===== src/rtl/sha512_block_ctrl_if.sv =====
// Handshake and datapath-strobe bundle between the SHA-512 block sequencer,
// its upstream message/padding front-end and the round-function datapath.
interface sha512_block_ctrl_if #(
   parameter int unsigned CNT_W = 7
);
   logic             input_valid;
   logic             input_ready;
   logic             output_valid;
   logic             output_ready;
   logic             k_restart;
   logic             w_load;
   logic             vars_load;
   logic             round_en;
   logic             h_add;
   logic [CNT_W-1:0] round_idx;
   logic             busy;

   // Environment side: offers blocks, consumes results, observes strobes.
   modport master (
      output input_valid,
      output output_ready,
      input  input_ready,
      input  output_valid,
      input  k_restart,
      input  w_load,
      input  vars_load,
      input  round_en,
      input  h_add,
      input  round_idx,
      input  busy
   );

   // Controller side.
   modport slave (
      input  input_valid,
      input  output_ready,
      output input_ready,
      output output_valid,
      output k_restart,
      output w_load,
      output vars_load,
      output round_en,
      output h_add,
      output round_idx,
      output busy
   );
endinterface


===== src/rtl/sha512_block_ctrl.sv =====
// SHA-512 single-block compression sequencer: accept, ROUNDS rounds, H add, result handshake.
// Optional performance counters enabled by defining SHA512_BLOCK_CTRL_PERF_EN.
module sha512_block_ctrl #(
   parameter int unsigned ROUNDS = 80,
   parameter int unsigned CNT_W  = 7
) (
   input  logic                 clk,
   input  logic                 rst,
   sha512_block_ctrl_if.slave   bus
`ifdef SHA512_BLOCK_CTRL_PERF_EN
   ,
   output logic [31:0]          blocks_done,
   output logic [31:0]          cycles_busy
`endif
);

   typedef enum logic [1:0] {
      IDLE  = 2'd0,
      ROUND = 2'd1,
      FINAL = 2'd2,
      DONE  = 2'd3
   } state_t;

   localparam logic [CNT_W-1:0] LAST_ROUND = CNT_W'(ROUNDS - 1);

   state_t           state;
   state_t           state_nxt;
   logic [CNT_W-1:0] cnt;
   logic [CNT_W-1:0] cnt_nxt;

   logic             accept;
   logic             in_ready;
   logic             out_valid;
   logic             busy_s;

   always_ff @(posedge clk) begin
      if (rst) begin
         state <= IDLE;
         cnt   <= '0;
      end else begin
         state <= state_nxt;
         cnt   <= cnt_nxt;
      end
   end

   always_comb begin
      state_nxt = state;
      cnt_nxt   = '0;
      case (state)
         IDLE: begin
            if (accept) state_nxt = ROUND;
         end
         ROUND: begin
            if (cnt == LAST_ROUND) state_nxt = FINAL;
            else                   cnt_nxt   = cnt + CNT_W'(1);
         end
         FINAL: state_nxt = DONE;
         DONE: begin
            if (bus.output_ready) state_nxt = IDLE;
         end
         default: state_nxt = IDLE;
      endcase
   end

   // Strobes are masked by rst so a reset cycle never disturbs the datapath.
   always_comb begin
      in_ready      = (state == IDLE);
      accept        = in_ready && bus.input_valid;
      busy_s        = (state != IDLE);
      out_valid     = (state == DONE) && !rst;
      bus.k_restart = accept && !rst;
      bus.w_load    = accept && !rst;
      bus.vars_load = accept && !rst;
      bus.round_en  = (state == ROUND) && !rst;
      bus.h_add     = (state == FINAL) && !rst;
      bus.round_idx = (state == ROUND) ? cnt : '0;
   end

   assign bus.input_ready  = in_ready;
   assign bus.output_valid = out_valid;
   assign bus.busy         = busy_s;

`ifdef SHA512_BLOCK_CTRL_PERF_EN
   always_ff @(posedge clk) begin
      if (rst) begin
         blocks_done <= '0;
         cycles_busy <= '0;
      end else begin
         if (out_valid && bus.output_ready) blocks_done <= blocks_done + 32'd1;
         if (busy_s && (cycles_busy != '1))  cycles_busy <= cycles_busy + 32'd1;
      end
   end
`endif

endmodule


===== src/flat_wrapper.sv =====
// flat-port wrapper written by rule: the top's interface ports become plain ports
module sha512_block_ctrl_flat 
#(
   parameter int unsigned ROUNDS = 80,
   parameter int unsigned CNT_W  = 7
)
  (clk, rst, bus_input_valid, bus_output_ready, bus_input_ready, bus_output_valid, bus_k_restart, bus_w_load, bus_vars_load, bus_round_en, bus_h_add, bus_round_idx, bus_busy);
  sha512_block_ctrl_if #(.CNT_W(CNT_W)) bus_i ();
  input  logic clk;
  input  logic rst;
  input wire logic [$bits(bus_i.input_valid)-1:0] bus_input_valid;
  input wire logic [$bits(bus_i.output_ready)-1:0] bus_output_ready;
  output wire logic [$bits(bus_i.input_ready)-1:0] bus_input_ready;
  output wire logic [$bits(bus_i.output_valid)-1:0] bus_output_valid;
  output wire logic [$bits(bus_i.k_restart)-1:0] bus_k_restart;
  output wire logic [$bits(bus_i.w_load)-1:0] bus_w_load;
  output wire logic [$bits(bus_i.vars_load)-1:0] bus_vars_load;
  output wire logic [$bits(bus_i.round_en)-1:0] bus_round_en;
  output wire logic [$bits(bus_i.h_add)-1:0] bus_h_add;
  output wire logic [$bits(bus_i.round_idx)-1:0] bus_round_idx;
  output wire logic [$bits(bus_i.busy)-1:0] bus_busy;
  assign bus_i.input_valid = bus_input_valid;
  assign bus_i.output_ready = bus_output_ready;
  assign bus_input_ready = bus_i.input_ready;
  assign bus_output_valid = bus_i.output_valid;
  assign bus_k_restart = bus_i.k_restart;
  assign bus_w_load = bus_i.w_load;
  assign bus_vars_load = bus_i.vars_load;
  assign bus_round_en = bus_i.round_en;
  assign bus_h_add = bus_i.h_add;
  assign bus_round_idx = bus_i.round_idx;
  assign bus_busy = bus_i.busy;
  sha512_block_ctrl #(.ROUNDS(ROUNDS), .CNT_W(CNT_W)) u_core (.clk(clk), .rst(rst), .bus(bus_i));
endmodule

===== config.mk =====
export PLATFORM = sky130hd
export DESIGN_NAME = sha512_block_ctrl_flat
export DESIGN_NICKNAME = d
export VERILOG_FILES = /design/src/rtl/sha512_block_ctrl_if.sv /design/src/rtl/sha512_block_ctrl.sv /design/src/flat_wrapper.sv
export SDC_FILE = /design/constraint.sdc
export NUM_CORES = 1
export LEC_CHECK = 0
export ABC_AREA = 0
export CAP_MARGIN = 20
export CELL_PAD_IN_SITES_DETAIL_PLACEMENT = 1
export CELL_PAD_IN_SITES_GLOBAL_PLACEMENT = 1
export CORE_MARGIN = 4
export CORE_UTILIZATION = 40
export CTS_CLUSTER_SIZE = 8
export DETAILED_ROUTE_END_ITERATION = 12
export DONT_BUFFER_PORTS = 1
export PLACE_DENSITY_LB_ADDON = 0.1
export SLEW_MARGIN = 30
export SYNTH_ARGS = -nofsm -noshare
export SYNTH_HDL_FRONTEND = slang
export SYNTH_SLANG_ARGS = --single-unit

===== constraint.sdc =====
create_clock -name clk -period 1.6 [get_ports clk]
set_input_delay 0.16 -clock clk [delete_from_list [all_inputs] [get_ports clk]]
set_output_delay 0.16 -clock clk [all_outputs]
set_load 0.005 [all_outputs]

==> results.json, run 1 <==
{
  "ys_seq_elements": 9,
  "peakVddDrop_mv": 0.795,
  "p_total_uw": 855,
  "grt_max_degree": 10,
  "gp_congestion": 0.715,
  "io_buffers": 0,
  "rsz0062_at_grt": "false",
  "drcViolationCount": 0,
  "start_util": 0.456,
  "cts_tree": "built",
  "async_flop_share": 0,
  "finalHoldViolations": 0,
  "synth_top_area_cell": "dfxtp_1",
  "setup_ws_ns": 0.149,
  "drtAntennaViolNets": 0,
  "slew_violations": 0,
  "insertion_delay_ns": 0.27,
  "p_per_area_mw_per_mm2": 1400,
  "avgRoutedWirePerCell_microns": 13.9,
  "cts_sinks": 9,
  "num_vias": 438,
  "cp.arrival_ns": 1.63,
  "drive_above_1_share": 0.159,
  "p_leak_uw": 0.000256,
  "required_ns": 1.78,
  "ys_seq_area_frac": 0.333,
  "syn_inst": 63,
  "h-tree-depth": 1,
  "grt.overflow.total": 0,
  "design.die.area_sq_mm": 0.00200,
  "clk_pin_slew_ns": 0.07,
  "grt_usage": 0.135,
  "fin_setup_tns_ns": 0,
  "place_ws_ns": 0.0164,
  "crit_type": "reg -> reg",
  "period_needed_ns": 1.45,
  "cts_buffer_depth": 2,
  "drt_iter0_drc": 6,
  "yosysTopAreaCellShare": 0.333,
  "synth_nets": 72,
  "ys.flop_type": "dfxtp_1",
  "path_buf_inv": 0,
  "cp-start-kind": "flip-flop",
  "totalWireLength_mm": 1.15,
  "placementRows": 12,
  "status": "complete, no violations",
  "crit_chain": "ha_1 > nand3_2 > o31ai_4 > a21oi_1 > a311oi_1",
  "synth_edf_count": 0,
  "synth_area_sq_um": 541,
  "root_buffer": "clkbuf_4",
  "clock_skew_ns": 0.00531,
  "cp-end-kind": "flip-flop",
  "final_core_util": 0.515,
  "r2r_slack_ns": 0.15,
  "die_w_microns": 44.8,
  "core-area_sq_mm": 0.00119,
  "die_height_microns": 44.8,
  "grt_pass1_wl_mm": 1.94,
  "max_freq_mhz": 689,
  "hp-class": "in -> reg",
  "placedCellCount": 78,
  "max_cap_violations": 0,
  "setup_violations": 0,
  "final_cell_mix": "dfxtp_1, nor2_1, and2_1",
  "first_pass_iters": 4,
  "postSynthAreaPerCell_sq_um": 8.58,
  "antenna_found_initial": 0,
  "vias_per_cell": 5.28,
  "numCtsBuffers": 3,
  "fillers": 152,
  "path_max_fanout": 4,
  "finalNonFillerCells": 83,
  "synth.area.top_cells": "dfxtp_1, ha_1, and2_1",
  "mostFrequentLayoutCell": "dfxtp_1",
  "hpwlAfterDp_microns": 920,
  "cp_top_family": "compound AO/OA/AOI/OAI gates",
  "area_delta_synth_final_pct": 13.0,
  "relSlewSlack": 0.725,
  "slowest_stage": "dfxtp_1",
  "period_share": 0.907,
  "yosysUniqueCellTypes": 23,
  "cpPeakStageDelay_ns": 0.36,
  "worst_pin_slew_ns": 0.410,
  "synth_warnings": 0,
  "diodes": 0,
  "grt_pass1_vias": 411,
  "io_pins": 19,
  "fin_nets": 79
}
## kinds of logic (layout without fill, tap and decap cells)
family,Yosys count,in the layout,share of synthesized area
xor+xnor,4,4,0.0648
buf+inv,8,14,0.0694
compound gates,10,10,0.146
simple gates,27,27,0.271
fa+ha+maj,5,5,0.116
flops,9,9,0.333
## worst register-to-register path, stage by stage, from the launching register on
cell,delay (ns)
dfxtp_1,0.36
ha_1,0.23
nand3_2,0.16
o31ai_4,0.26
a21oi_1,0.11
a311oi_1,0.24
## routing by layer
metal | share of wire | GRT usage | vias to the layer above
li1 | - | - | 219
met1 | 0.47 | 0.173 | 205
met2 | 0.43 | 0.189 | 10
met3 | 0.074 | 0.0598 | 4
met4 | 0.019 | 0.0723 | 0
met5 | 0 | 0 | -
## cell type report
cell class / instances / area [sq um] / share of cell area
Clock inverter: 1 / 5.00 / 0.00820
Multi-Input combinational cell: 46 / 330 / 0.541
Sequential cell: 9 / 180 / 0.295
Inverter: 6 / 22.5 / 0.0369
Timing Repair Buffer: 4 / 32.5 / 0.0533
Tap cell: 14 / 17.5 / 0.0287
Clock buffer: 3 / 22.5 / 0.0369
## power by group
group | total [uW] | internal, uW | switching (uW)
sequential | 292 | 259 | 32.6
combinational | 383 | 168 | 215
clock | 181 | 92.5 | 88.0
## through the flow
step / hold slack [ns] / area [sq um]
after detailed placement: 0.239 / 566
after global routing: 0.153 / 611
final: 0.121 / 611
after floorplan: 0.229 / 541
after CTS: 0.115 / 608
after global placement: 0.239 / 566
## final timing paths
check                      startpoint                      endpoint  depth (start not counted)
max reg2reg  u_core.cnt[0]$_SDFF_PP0_  u_core.state[0]$_SDFFE_PP0P_                          5
min                               rst      u_core.cnt[6]$_SDFF_PP0_                          2
max          u_core.cnt[0]$_SDFF_PP0_  u_core.state[0]$_SDFFE_PP0P_                          5
min reg2reg  u_core.cnt[0]$_SDFF_PP0_      u_core.cnt[0]$_SDFF_PP0_                          1
## Yosys cell counts, drive strengths merged (2+ instances only)
cell	count
a21oi	3
and2	7
buf	2
dfxtp	9
ha	5
inv	6
nand2	2
nand3	3
nor2	8
nor2b	3
o21ai	2
o31ai	2
xnor2	2
xor2	2
## sequential cells by signal (all words and copies together), names as in the netlist
register / count
u_core.cnt: 7
u_core.state: 2
## what timing repair did
item | 4_1_cts | 5_1_grt
endpoints found under the hold margin | 2 | 0
setup buffers | 0 | 0
endpoints found under the setup margin | 2 | 2
pin swaps | 0 | 1
hold buffers | 1 | 0
resized for setup | 1 | 1
No activity file was read; power rests on OpenSTA's default activity.
==> run 2, diff against run 1 <==
- CORE_MARGIN: 4 -> 8
==> results.json, run 2 (synthesis results as in run 1) <==
{
  "status": "complete, no violations",
  "crit_type": "reg -> reg",
  "path_max_fanout": 4,
  "mostFrequentLayoutCell": "dfxtp_1",
  "setup_ws_ns": 0.115,
  "top_layer": "met4",
  "wl_met2_microns": 675,
  "slew_violations": 0,
  "grt_pass1_vias": 490,
  "max_cap_violations": 0,
  "top_regs": "u_core.cnt (7), u_core.state (2)",
  "cts_tree": "built",
  "area_delta_synth_final_pct": 14.4,
  "h-tree-depth": 1,
  "required_ns": 1.77,
  "crit_chain": "ha_1 > nand3_2 > o31ai_4 > a21oi_1 > a311oi_1",
  "fin_nets": 81,
  "placed_cell_area_sq_um": 582,
  "grt_usage": 0.105,
  "clock_skew_ns": 0.00360,
  "place_ws_ns": 0.109,
  "top_register": "u_core.cnt",
  "hold_ws_ns": 0.136,
  "numCtsBuffers": 3,
  "p_per_area_mw_per_mm2": 1440,
  "hp-class": "in -> reg",
  "fin_setup_tns_ns": 0,
  "placementRows": 13,
  "p_leak_uw": 0.000263,
  "largest_reg_flops": 7,
  "drtAntennaViolNets": 0,
  "rsz0062_at_grt": "false",
  "seq_power_share": 0.330,
  "switching_share": 0.388,
  "stdcell_area_sq_um": 618,
  "hpwlAfterDp_mm": 1.06,
  "peakVddDrop_mv": 0.680,
  "first_pass_iters": 4,
  "grt_pass1_wl_mm": 2.13,
  "root_buffer": "clkbuf_4",
  "num_vias": 444,
  "avgRoutedWirePerCell_microns": 15.4,
  "post-cts-setup-buffers": 0,
  "met1_length_microns": 528,
  "finalHoldViolations": 0,
  "grt.overflow.total": 0,
  "worst_pin_slew_ns": 0.348,
  "relSlewSlack": 0.766,
  "insertion_delay_ns": 0.26,
  "antenna_found_initial": 0,
  "fillers": 151,
  "drcViolationCount": 0,
  "switchingPower_uw": 345,
  "p_total_uw": 889,
  "gp_congestion": 0.754,
  "clk_pin_slew_ns": 0.07,
  "period_share": 0.928,
  "period_needed_ns": 1.48,
  "hold_buffers": 1,
  "diodes": 0,
  "totalWireLength_mm": 1.33,
  "drt_iter0_drc": 5,
  "cp-start-kind": "flip-flop",
  "cp_top_family": "compound AO/OA/AOI/OAI gates",
  "vias_per_cell": 5.16,
  "die_height_microns": 52.8,
  "slowest_stage": "dfxtp_1",
  "max_freq_mhz": 673,
  "power.internal_uw": 544,
  "cts_buffer_depth": 2,
  "core-area_sq_mm": 0.00128,
  "start_util": 0.421,
  "io_buffers": 0,
  "drive_above_1_share": 0.141,
  "cts_sinks": 9,
  "met3_length_microns": 113,
  "cp-end-kind": "flip-flop",
  "cp.arrival_ns": 1.66,
  "io_pins": 19,
  "path_buf_inv": 0,
  "clock_power_share": 0.203,
  "cpPeakStageDelay_ns": 0.36,
  "grt_max_degree": 9,
  "setup_violations": 0,
  "final_cell_mix": "dfxtp_1, nor2_1, and2_1",
  "ctsResizeCount": 0,
  "design.die.area_sq_mm": 0.00278,
  "die_w_microns": 52.8,
  "p_comb_frac": 0.467
}
## run 2: cell type report
cell class / instances / area (sq um) / area share
timing repair buffer: 6 / 47.5 / 0.0769
multi-input combinational: 46 / 323 / 0.522
inverter: 6 / 22.5 / 0.0364
clock buffer: 4 / 26.3 / 0.0425
sequential: 9 / 180 / 0.291
tap: 15 / 18.8 / 0.0304
## run 2: power by group through the flow
| stage | combinational [uW] | clock [uW] | sequential (uW) |
|---|---|---|---|
| floorplan | 282 | 0 | 288 |
| global placement | 414 | 0 | 295 |
| CTS | 426 | 187 | 293 |
| global route | 468 | 204 | 297 |
| detailed placement | 421 | 0 | 298 |
| finish | 415 | 180 | 293 |
## run 2: per-layer routing
metal | vias to the layer above | global-route usage
li1 | 220 | -
met1 | 207 | 0.101
met2 | 15 | 0.178
met3 | 2 | 0.0455
met4 | 0 | 0.0690
met5 | - | 0
## run 2: path summary, 6_finish.rpt
path | to | cells after the start | slack, ns | startpoint
setup / recovery | u_core.state[0]$_SDFFE_PP0P_ | 5 | 0.12 | u_core.cnt[0]$_SDFF_PP0_
hold / removal | u_core.cnt[6]$_SDFF_PP0_ | 2 | 0.14 | rst
setup reg to reg | u_core.state[0]$_SDFFE_PP0P_ | 5 | 0.12 | u_core.cnt[0]$_SDFF_PP0_
hold reg to reg | u_core.cnt[0]$_SDFF_PP0_ | 1 | 0.45 | u_core.cnt[0]$_SDFF_PP0_
## run 2: stage by stage
step | instances | util
after detailed placement | 81 | 0.453
after global routing | 86 | 0.481
after floorplan | 63 | -
after global placement | 81 | 0.453
final | 86 | 0.481
after CTS | 86 | 0.481
==> run 3, diff against run 2 <==
- CORE_UTILIZATION: 40 -> 41
- CTS_CLUSTER_DIAMETER: default -> 150
==> results.json, run 3 (synthesis results as in run 1) <==
{
  "core-area_sq_mm": 0.00127,
  "rsz0062_at_grt": "false",
  "period_share": 0.922,
  "drive_above_1_share": 0.143,
  "io_buffers": 0,
  "required_ns": 1.76,
  "antenna_found_initial": 0,
  "cp_top_family": "compound AO/OA/AOI/OAI gates",
  "num_vias": 444,
  "largest_reg_flops": 7,
  "grt_pass1_wl_mm": 1.94,
  "place_ws_ns": 0.102,
  "totalWireLength_mm": 1.18,
  "finalHoldViolations": 0,
  "setup_violations": 0,
  "first_pass_iters": 2,
  "top_regs": "u_core.cnt (7), u_core.state (2)",
  "hpwlAfterDp_microns": 942,
  "root_buffer": "clkbuf_4",
  "cp-start-kind": "flip-flop",
  "p_per_area_mw_per_mm2": 1410,
  "final_core_util": 0.483,
  "p_total_uw": 863,
  "insertion_delay_ns": 0.25,
  "peakVddDrop_mv": 0.598,
  "worst_pin_slew_ns": 0.312,
  "status": "complete, no violations",
  "io_pins": 19,
  "cts_buffer_depth": 2,
  "mostFrequentLayoutCell": "dfxtp_1",
  "max_freq_mhz": 678,
  "die_height_microns": 52.3,
  "slowest_stage": "dfxtp_1",
  "placementRows": 13,
  "area_delta_synth_final_pct": 13.4,
  "drtAntennaViolNets": 0,
  "vias_per_cell": 5.22,
  "gp_congestion": 0.692,
  "path_max_fanout": 4,
  "numCtsBuffers": 3,
  "setup_ws_ns": 0.125,
  "placedCellCount": 80,
  "grt_usage": 0.0902,
  "drcViolationCount": 0,
  "diodes": 0,
  "die_w_microns": 52.3,
  "finalNonFillerCells": 85,
  "cp-end-kind": "flip-flop",
  "max_cap_violations": 0,
  "slew_violations": 0,
  "fin_nets": 80,
  "avgRoutedWirePerCell_microns": 13.8,
  "cts_sinks": 9,
  "period_needed_ns": 1.48,
  "cpPeakStageDelay_ns": 0.36,
  "crit_type": "reg -> reg",
  "drt_iter0_drc": 2,
  "start_util": 0.426,
  "cp.arrival_ns": 1.64,
  "hp-class": "in -> reg",
  "design.die.area_sq_mm": 0.00274,
  "clock_skew_ns": 0.00453,
  "grt_pass1_vias": 462,
  "clk_pin_slew_ns": 0.06,
  "grt_max_degree": 8,
  "p_leak_uw": 0.000255,
  "path_buf_inv": 0,
  "fin_setup_tns_ns": 0,
  "top_register": "u_core.cnt",
  "grt.overflow.total": 0,
  "cts_tree": "built",
  "relSlewSlack": 0.791,
  "h-tree-depth": 1,
  "crit_chain": "ha_2 > nand3_2 > o31ai_4 > a21oi_1 > a311oi_1",
  "final_cell_mix": "dfxtp_1, nor2_1, and2_1"
}
[run 3: repair_timing]
action | 4_1_cts | 5_1_grt
hold buffers | 1 | 0
resized for setup | 0 | 1
setup buffers | 0 | 0
setup endpoints to repair | 0 | 1
endpoints found under the hold margin | 2 | 0
[run 3: routing by layer]
metal	share of wire	track usage
met1	0.42	0.0944
met2	0.47	0.152
met3	0.10	0.0313
met4	0.010	0.0517
met5	0	0
[run 3: path summary, 6_finish.rpt]
check	start	endpoint	slack, ns	depth (start not counted)
setup / recovery	u_core.cnt[0]$_SDFF_PP0_	u_core.state[0]$_SDFFE_PP0P_	0.12	5
hold / removal	rst	u_core.cnt[6]$_SDFF_PP0_	0.15	2
setup reg to reg	u_core.cnt[0]$_SDFF_PP0_	u_core.state[0]$_SDFFE_PP0P_	0.12	5
hold reg to reg	u_core.cnt[0]$_SDFF_PP0_	u_core.cnt[0]$_SDFF_PP0_	0.46	1
[run 3: metrics by stage]
step,hold slack (ns),instance area [sq um]
CTS,0.158,611
global placement,0.234,574
global route,0.183,613
detailed placement,0.235,574
floorplan,0.229,541
finish,0.148,613
[run 3: final cells by class]
| type | instances | area, sq um |
|---|---|---|
| fillers | 167 | 656 |
| multi-input cells | 46 | 325 |
| flip-flops and latches | 9 | 180 |
| repair buffers | 5 | 40.0 |
| clock buffers | 4 | 26.3 |
| inverters | 6 | 22.5 |
| well taps | 15 | 18.8 |
[run 3: report_power, final]
part           internal [uW]  switching [uW]  total [uW]  leakage [uW]
logic                    183             214         398      0.000167
clock network           95.9            78.2         174     0.0000150
registers                259            31.9         291     0.0000730
